## config.mk

```make
export PLATFORM = sky130hd
export DESIGN_NAME = mux_select_accumulator
export DESIGN_NICKNAME = d
export VERILOG_FILES = /design/src/rtl/mux_select_accumulator.sv
export SDC_FILE = /design/constraint.sdc
export NUM_CORES = 1
export LEC_CHECK = 0
export ABC_CLOCK_PERIOD_IN_PS = 2980
export CELL_PAD_IN_SITES_DETAIL_PLACEMENT = 0
export CELL_PAD_IN_SITES_GLOBAL_PLACEMENT = 1
export CORE_ASPECT_RATIO = 1.1
export CORE_UTILIZATION = 36
export CTS_CLUSTER_SIZE = 14
export DETAILED_ROUTE_END_ITERATION = 16
export PLACE_DENSITY = 0.89
export SYNTH_ARGS = -nofsm -noshare
export SYNTH_HDL_FRONTEND = slang
export SYNTH_SLANG_ARGS = --single-unit
export TNS_END_PERCENT = 5
```

## constraint.sdc

```tcl
create_clock -name clk -period 2.98 [get_ports clk]
set_input_delay 0.596 -clock clk [delete_from_list [all_inputs] [get_ports clk]]
set_output_delay 0.596 -clock clk [all_outputs]
set_load 0.03 [all_outputs]
```

## src/rtl/mux_select_accumulator.sv

```systemverilog
// mux_select_accumulator
// Consumer stage for the 8-bit garbler/evaluator select path. Each accepted
// sample picks one of two W-bit operands out of g_input, using e_input as the
// selector. The picked operand is folded into a running accumulator until
// NUM_CC samples have been taken. The final value is then flagged with a
// single-cycle done pulse.
//
// Fold function (MODE):
//   0 : modular sum, wraps at 2^ACC_W
//   1 : unsigned running maximum
//
// All outputs come straight from registers, so o/done/busy/cnt change only
// on a rising clock edge.

module mux_select_accumulator #(
  parameter int W      = 8,   // operand width; g_input carries two operands
  parameter int ACC_W  = 16,  // accumulator width, at least W
  parameter int NUM_CC = 8,   // accepted samples per run, 1..65535
  parameter int MODE   = 0    // 0 = modular sum, 1 = unsigned running max
) (
  input  logic             clk,
  input  logic             rst,       // synchronous, active-low
  input  logic [2*W-1:0]   g_input,   // {IN1, IN0}
  input  logic             e_input,   // 0 selects IN0, 1 selects IN1
  input  logic             start,
  input  logic             in_valid,
  output logic [ACC_W-1:0] o,
  output logic             done,
  output logic             busy,
  output logic [15:0]      cnt
);

  typedef enum logic [1:0] {
    ST_IDLE = 2'd0,
    ST_RUN  = 2'd1,
    ST_DONE = 2'd2
  } state_t;

  // Sample count at which the next accepted sample completes the run.
  localparam logic [15:0] LAST_CNT = 16'(NUM_CC - 1);

  state_t           state_reg;
  logic [ACC_W-1:0] o_reg;
  logic             done_reg;
  logic             busy_reg;
  logic [15:0]      cnt_reg;

  logic [W-1:0]     sel;
  logic [ACC_W-1:0] sel_ext;
  logic [ACC_W-1:0] fold_next;

  // Operand select, one 2:1 mux per bit: e_input chooses the upper or the
  // lower half of g_input.
  genvar gi;
  generate
    for (gi = 0; gi < W; gi++) begin : g_sel
      assign sel[gi] = e_input ? g_input[W + gi] : g_input[gi];
    end
  endgenerate

  // Zero-extend the picked operand to the accumulator width before folding.
  assign sel_ext = ACC_W'(sel);

  // Fold function is fixed at elaboration time. Only one of the two datapaths
  // exists in a given build.
  generate
    if (MODE == 1) begin : g_fold_max
      // Ties keep the current value. Either way the result is identical.
      assign fold_next = (sel_ext > o_reg) ? sel_ext : o_reg;
    end else begin : g_fold_sum
      // Plain modular add: the carry out of the top bit is dropped.
      assign fold_next = o_reg + sel_ext;
    end
  endgenerate

  // Run controller: IDLE/DONE wait for start, RUN folds valid samples until
  // NUM_CC have been accepted. The outputs are registered alongside the state.
  always_ff @(posedge clk) begin
    if (!rst) begin
      state_reg <= ST_IDLE;
      o_reg     <= '0;
      done_reg  <= 1'b0;
      busy_reg  <= 1'b0;
      cnt_reg   <= '0;
    end else begin
      done_reg <= 1'b0;
      case (state_reg)
        // DONE lasts exactly one cycle. During that cycle it accepts start
        // the same way IDLE does, so runs can be chained back-to-back.
        ST_IDLE, ST_DONE: begin
          if (start) begin
            o_reg     <= '0;
            cnt_reg   <= '0;
            busy_reg  <= 1'b1;
            state_reg <= ST_RUN;
          end else begin
            busy_reg  <= 1'b0;
            state_reg <= ST_IDLE;
          end
        end

        // start is ignored here. Cycles without in_valid simply stall the
        // run, and there is no timeout.
        ST_RUN: begin
          if (in_valid) begin
            o_reg   <= fold_next;
            cnt_reg <= cnt_reg + 16'd1;
            if (cnt_reg == LAST_CNT) begin
              done_reg  <= 1'b1;
              busy_reg  <= 1'b0;
              state_reg <= ST_DONE;
            end
          end
        end

        // Unreachable encoding: drop back to a quiet IDLE.
        default: begin
          done_reg  <= 1'b0;
          busy_reg  <= 1'b0;
          state_reg <= ST_IDLE;
        end
      endcase
    end
  end

  assign o    = o_reg;
  assign done = done_reg;
  assign busy = busy_reg;
  assign cnt  = cnt_reg;

endmodule
```

==> results of run 1 <==
[routing by layer]
metal,global-route usage [%],routed length [um]
met1,20.7,2240
met2,31.3,2470
met3,4.64,295
met4,4.62,40
met5,0,0
[cells by family (layout without fill, tap and decap cells)]
| logic type | Yosys count | after routing |
|---|---|---|
| AOI/OAI and AO/OA | 72 | 72 |
| xor gates and xnor gates | 12 | 12 |
| adders and majority gates | 10 | 10 |
| buffers and inverters | 15 | 81 |
| DFF | 35 | 35 |
| muxes | 14 | 14 |
| and+or+nand+nor | 68 | 68 |
[repair_timing]
action	4_1_cts	5_1_grt
buffers inserted	0	0
gates resized for setup	0	2
hold buffers	0	0
setup endpoints to repair	0	2
hold endpoints to repair	0	0
[power breakdown]
group / switching [mW] / internal, mW / leakage, nW
combinational: 0.0973 / 0.0939 / 0.659
clock: 0.173 / 0.211 / 0.0515
sequential: 0.00756 / 0.475 / 0.283
total: 0.278 / 0.780 / 0.993
[synth_stat cells, types with 7 or more instances]
cell type,number
sky130_fd_sc_hd__ha_1,9
sky130_fd_sc_hd__xor2_1,7
sky130_fd_sc_hd__a32o_1,7
sky130_fd_sc_hd__dfxtp_1,35
sky130_fd_sc_hd__or3_1,8
sky130_fd_sc_hd__mux2_2,8
sky130_fd_sc_hd__a21oi_1,20
sky130_fd_sc_hd__nor2_1,14
sky130_fd_sc_hd__nand2_1,16
sky130_fd_sc_hd__o21ai_0,11
[stage by stage]
step,hold WS (ns),instances
4_1_cts,0.486,367
5_1_grt,0.493,367
3_5_place_dp,0.477,359
3_3_place_gp,0.462,359
2_1_floorplan,0.590,226
6_report,0.479,367
[path summary, 6_finish.rpt]
| check | from | to | slack, ns | depth (start not counted) |
|---|---|---|---|---|
| hold / removal | o[15] | o[15] | 0.48 | 2 |
| setup reg to reg | o[0] | o[6] | 1.11 | 6 |
| hold reg to reg | o[15] | o[15] | 0.48 | 2 |
| setup / recovery | e_input | o[11] | 0.16 | 8 |
[area by class of cell]
type                       instances  area, um^2
fill                             548        2570
multi-input combinational        176        1260
sequential                        35         701
timing repair buffer              67         638
clock buffer                       8         100
tap                               75        93.8
inverter                           6        22.5
[worst min-delay path: cells and delay by family (launching register included)]
kind,cells,cell delay [ns]
flip-flops,1,0.32
AND/OR/NAND/NOR,1,0.06
multiplexers,1,0.05
==> out/qor.txt, run 1 <==
CELLS AND AREA
---------------------------------------------------------------------------------
Area Overhead vs Synth .............................................        39.8%
Leading cell types in the layout, fill and taps excluded ........... 54 x sky130_fd_sc_hd__clkdlybuf4s50_1, 35 x sky130_fd_sc_hd__dfxtp_1, 20 x sky130_fd_sc_hd__a21oi_1
Commonest non-fill, non-tap cell in the layout ..................... sky130_fd_sc_hd__clkdlybuf4s50_1
Design Area, Final .................................................    2820 um^2
Share of post-route cells with drive strength above 1 ..............        11.3%
Number of nets in the layout .......................................          322
Post-route core utilization ........................................        52.3%
Count of antenna diodes in the layout ..............................            0

ROUTING
---------------------------------------------------------------------------------
Iteration-0 DRC count of the detailed router .......................           77
Remaining antenna violation count ..................................            0
Detailed-router iteration count before antenna repair ..............            4
Vias per cell ......................................................         5.35
Residual DRC count .................................................            0
Total vias in the final route ......................................         1963
Final wirelength ...................................................      5050 um
Wire length per cell ...............................................      13.7 um

WORST SETUP PATH
---------------------------------------------------------------------------------
Cells traversed along the worst timing path ........................ clkdlybuf4s50_1, buf_4, mux2_2, ha_1, nand3_1, or3_1, a2111o_1, o21ai_0
Worst Setup Path Type ..............................................       in2reg
Crit path largest cell delay .......................................      0.50 ns
Kind of start point of the critical path ...........................   input port
Cell with the biggest individual delay on the critical path ........ sky130_fd_sc_hd__or3_1
Data arrival time at the worst-slack endpoint ......................      3.02 ns
CP top delay family ................................................ buffers and inverters
Number of buffers and inverters on the critical path ...............            2
Critical path data required time ...................................      3.18 ns
Crit. End Element ..................................................         flop
Critical path peak fanout ..........................................            7

RUN STATUS
---------------------------------------------------------------------------------
Result of the run .................................................. complete, no violations

TIMING
---------------------------------------------------------------------------------
RSZ-0062 raised after global routing ...............................           no
Final-report hold violation count ..................................            0
Aggregate negative setup slack .....................................         0 ns
Fraction of the cycle the final worst path needs ...................        94.5%
Post-route worst setup slack .......................................     0.164 ns
Measured slew at the worst slew-check pin ..........................     0.635 ns
Peak clock frequency supported by timing ...........................    0.355 GHz
Final number of setup-violating endpoints ..........................            0
Worst clock skew ...................................................   0.00998 ns
Max-Slew Margin vs Limit ...........................................        57.5%
Number of pins with negative max-slew slack in the final report ....            0
Clock period minus final worst setup slack .........................      2.82 ns

YOSYS
---------------------------------------------------------------------------------
Dominant cell type by area after synthesis ......................... sky130_fd_sc_hd__dfxtp_1
Fraction of synthesized cell area taken by the top area cell type ..        34.7%
Share of the synthesized netlist area taken by xor and xnor gates ..        5.21%
Adder-Cell Fraction of Synth Area ..................................        6.58%
Synth Instances ....................................................          226
Post-synthesis sequential area ratio ...............................        34.7%
Fraction of synthesized area in multiplexers .......................        7.44%
Biggest area contributors in the synthesized netlist ............... sky130_fd_sc_hd__dfxtp_1 35%, sky130_fd_sc_hd__ha_1 5.6%, sky130_fd_sc_hd__a21oi_1 5.0%, sky130_fd_sc_hd__mux2_2 4.5%, sky130_fd_sc_hd__a32o_1 3.5%
Count of warnings emitted by yosys .................................            0
EDFF count, synth ..................................................            0
Flip-flop cell with the highest count after synthesis .............. sky130_fd_sc_hd__dfxtp_1
Post-Syn Area per Cell .............................................    8.92 um^2
Number of register bits inferred by synthesis ......................           35
Post-synth design cell area ........................................    2020 um^2
Number of distinct library cells after synthesis ...................           44
Synth Area in Simple Gates .........................................        18.1%
Combinational family with the most area after synthesis ............ compound AO/OA/AOI/OAI gates
Syn_nets ...........................................................          257
Fraction of synthesis flops using an asynchronous set or reset pin .           0%
Compound-gate portion of the synthesized area ......................        24.9%

GLOBAL ROUTE
---------------------------------------------------------------------------------
Initial antenna violation count ....................................            0
Global Route Usage Sum .............................................        17.6%
Maximum number of pins on one net before global-route repair .......           17
Overflow after GRT .................................................            0
Number of global-route vias before repair ..........................         1844
Wire length of the first global-routing pass .......................      8160 um

CLOCK NETWORK
---------------------------------------------------------------------------------
Total CTS buffers ..................................................            5
Level count of the clock H-tree ....................................            2
CTS max path bufs ..................................................            2
Reg clk slew, reported paths .......................................      0.06 ns
CTS tree ...........................................................         done
Clock sink count ...................................................           35
Library cell used as clock root buffer ............................. sky130_fd_sc_hd__clkbuf_8
Clock latency on the worst-skew pair ...............................      0.28 ns

PLACEMENT
---------------------------------------------------------------------------------
Worst setup slack before clock tree synthesis ......................    -0.144 ns
Placed cell areas ..................................................    2710 um^2
Number of port buffers .............................................           54
DPL Wire Length ....................................................      3750 um
Global placement routability congestion ............................        0.841

POWER
---------------------------------------------------------------------------------
Leak pwr ...........................................................     0.993 nW
P per Cell Area ....................................................  375 nW/um^2
Post-layout power ..................................................      1.06 mW
Peak ir drop on the vdd network ....................................     0.242 mV

FLOORPLAN
---------------------------------------------------------------------------------
Width of the chip ..................................................      73.4 um
Initial core utilization ...........................................        37.4%
Height of the chip .................................................      80.5 um
Count of pins on the block boundary ................................           55
Number of rows created at floorplan ................................           28
Die Footprint ......................................................    5910 um^2
Area of the core ...................................................    5400 um^2

MIN PATH
---------------------------------------------------------------------------------
Class of the tightest hold or removal check ........................      reg2reg

RUN
---------------------------------------------------------------------------------
Max-Cap Viols ......................................................            0

Note: power is estimated with default switching activity, not from simulation.
==> run 2, diff against run 1 <==
Settings changed: GPL_ROUTABILITY_DRIVEN from default to 0.
==> results of run 2 <==
The final DEF is identical to that of run 1; final timing and power are the same.
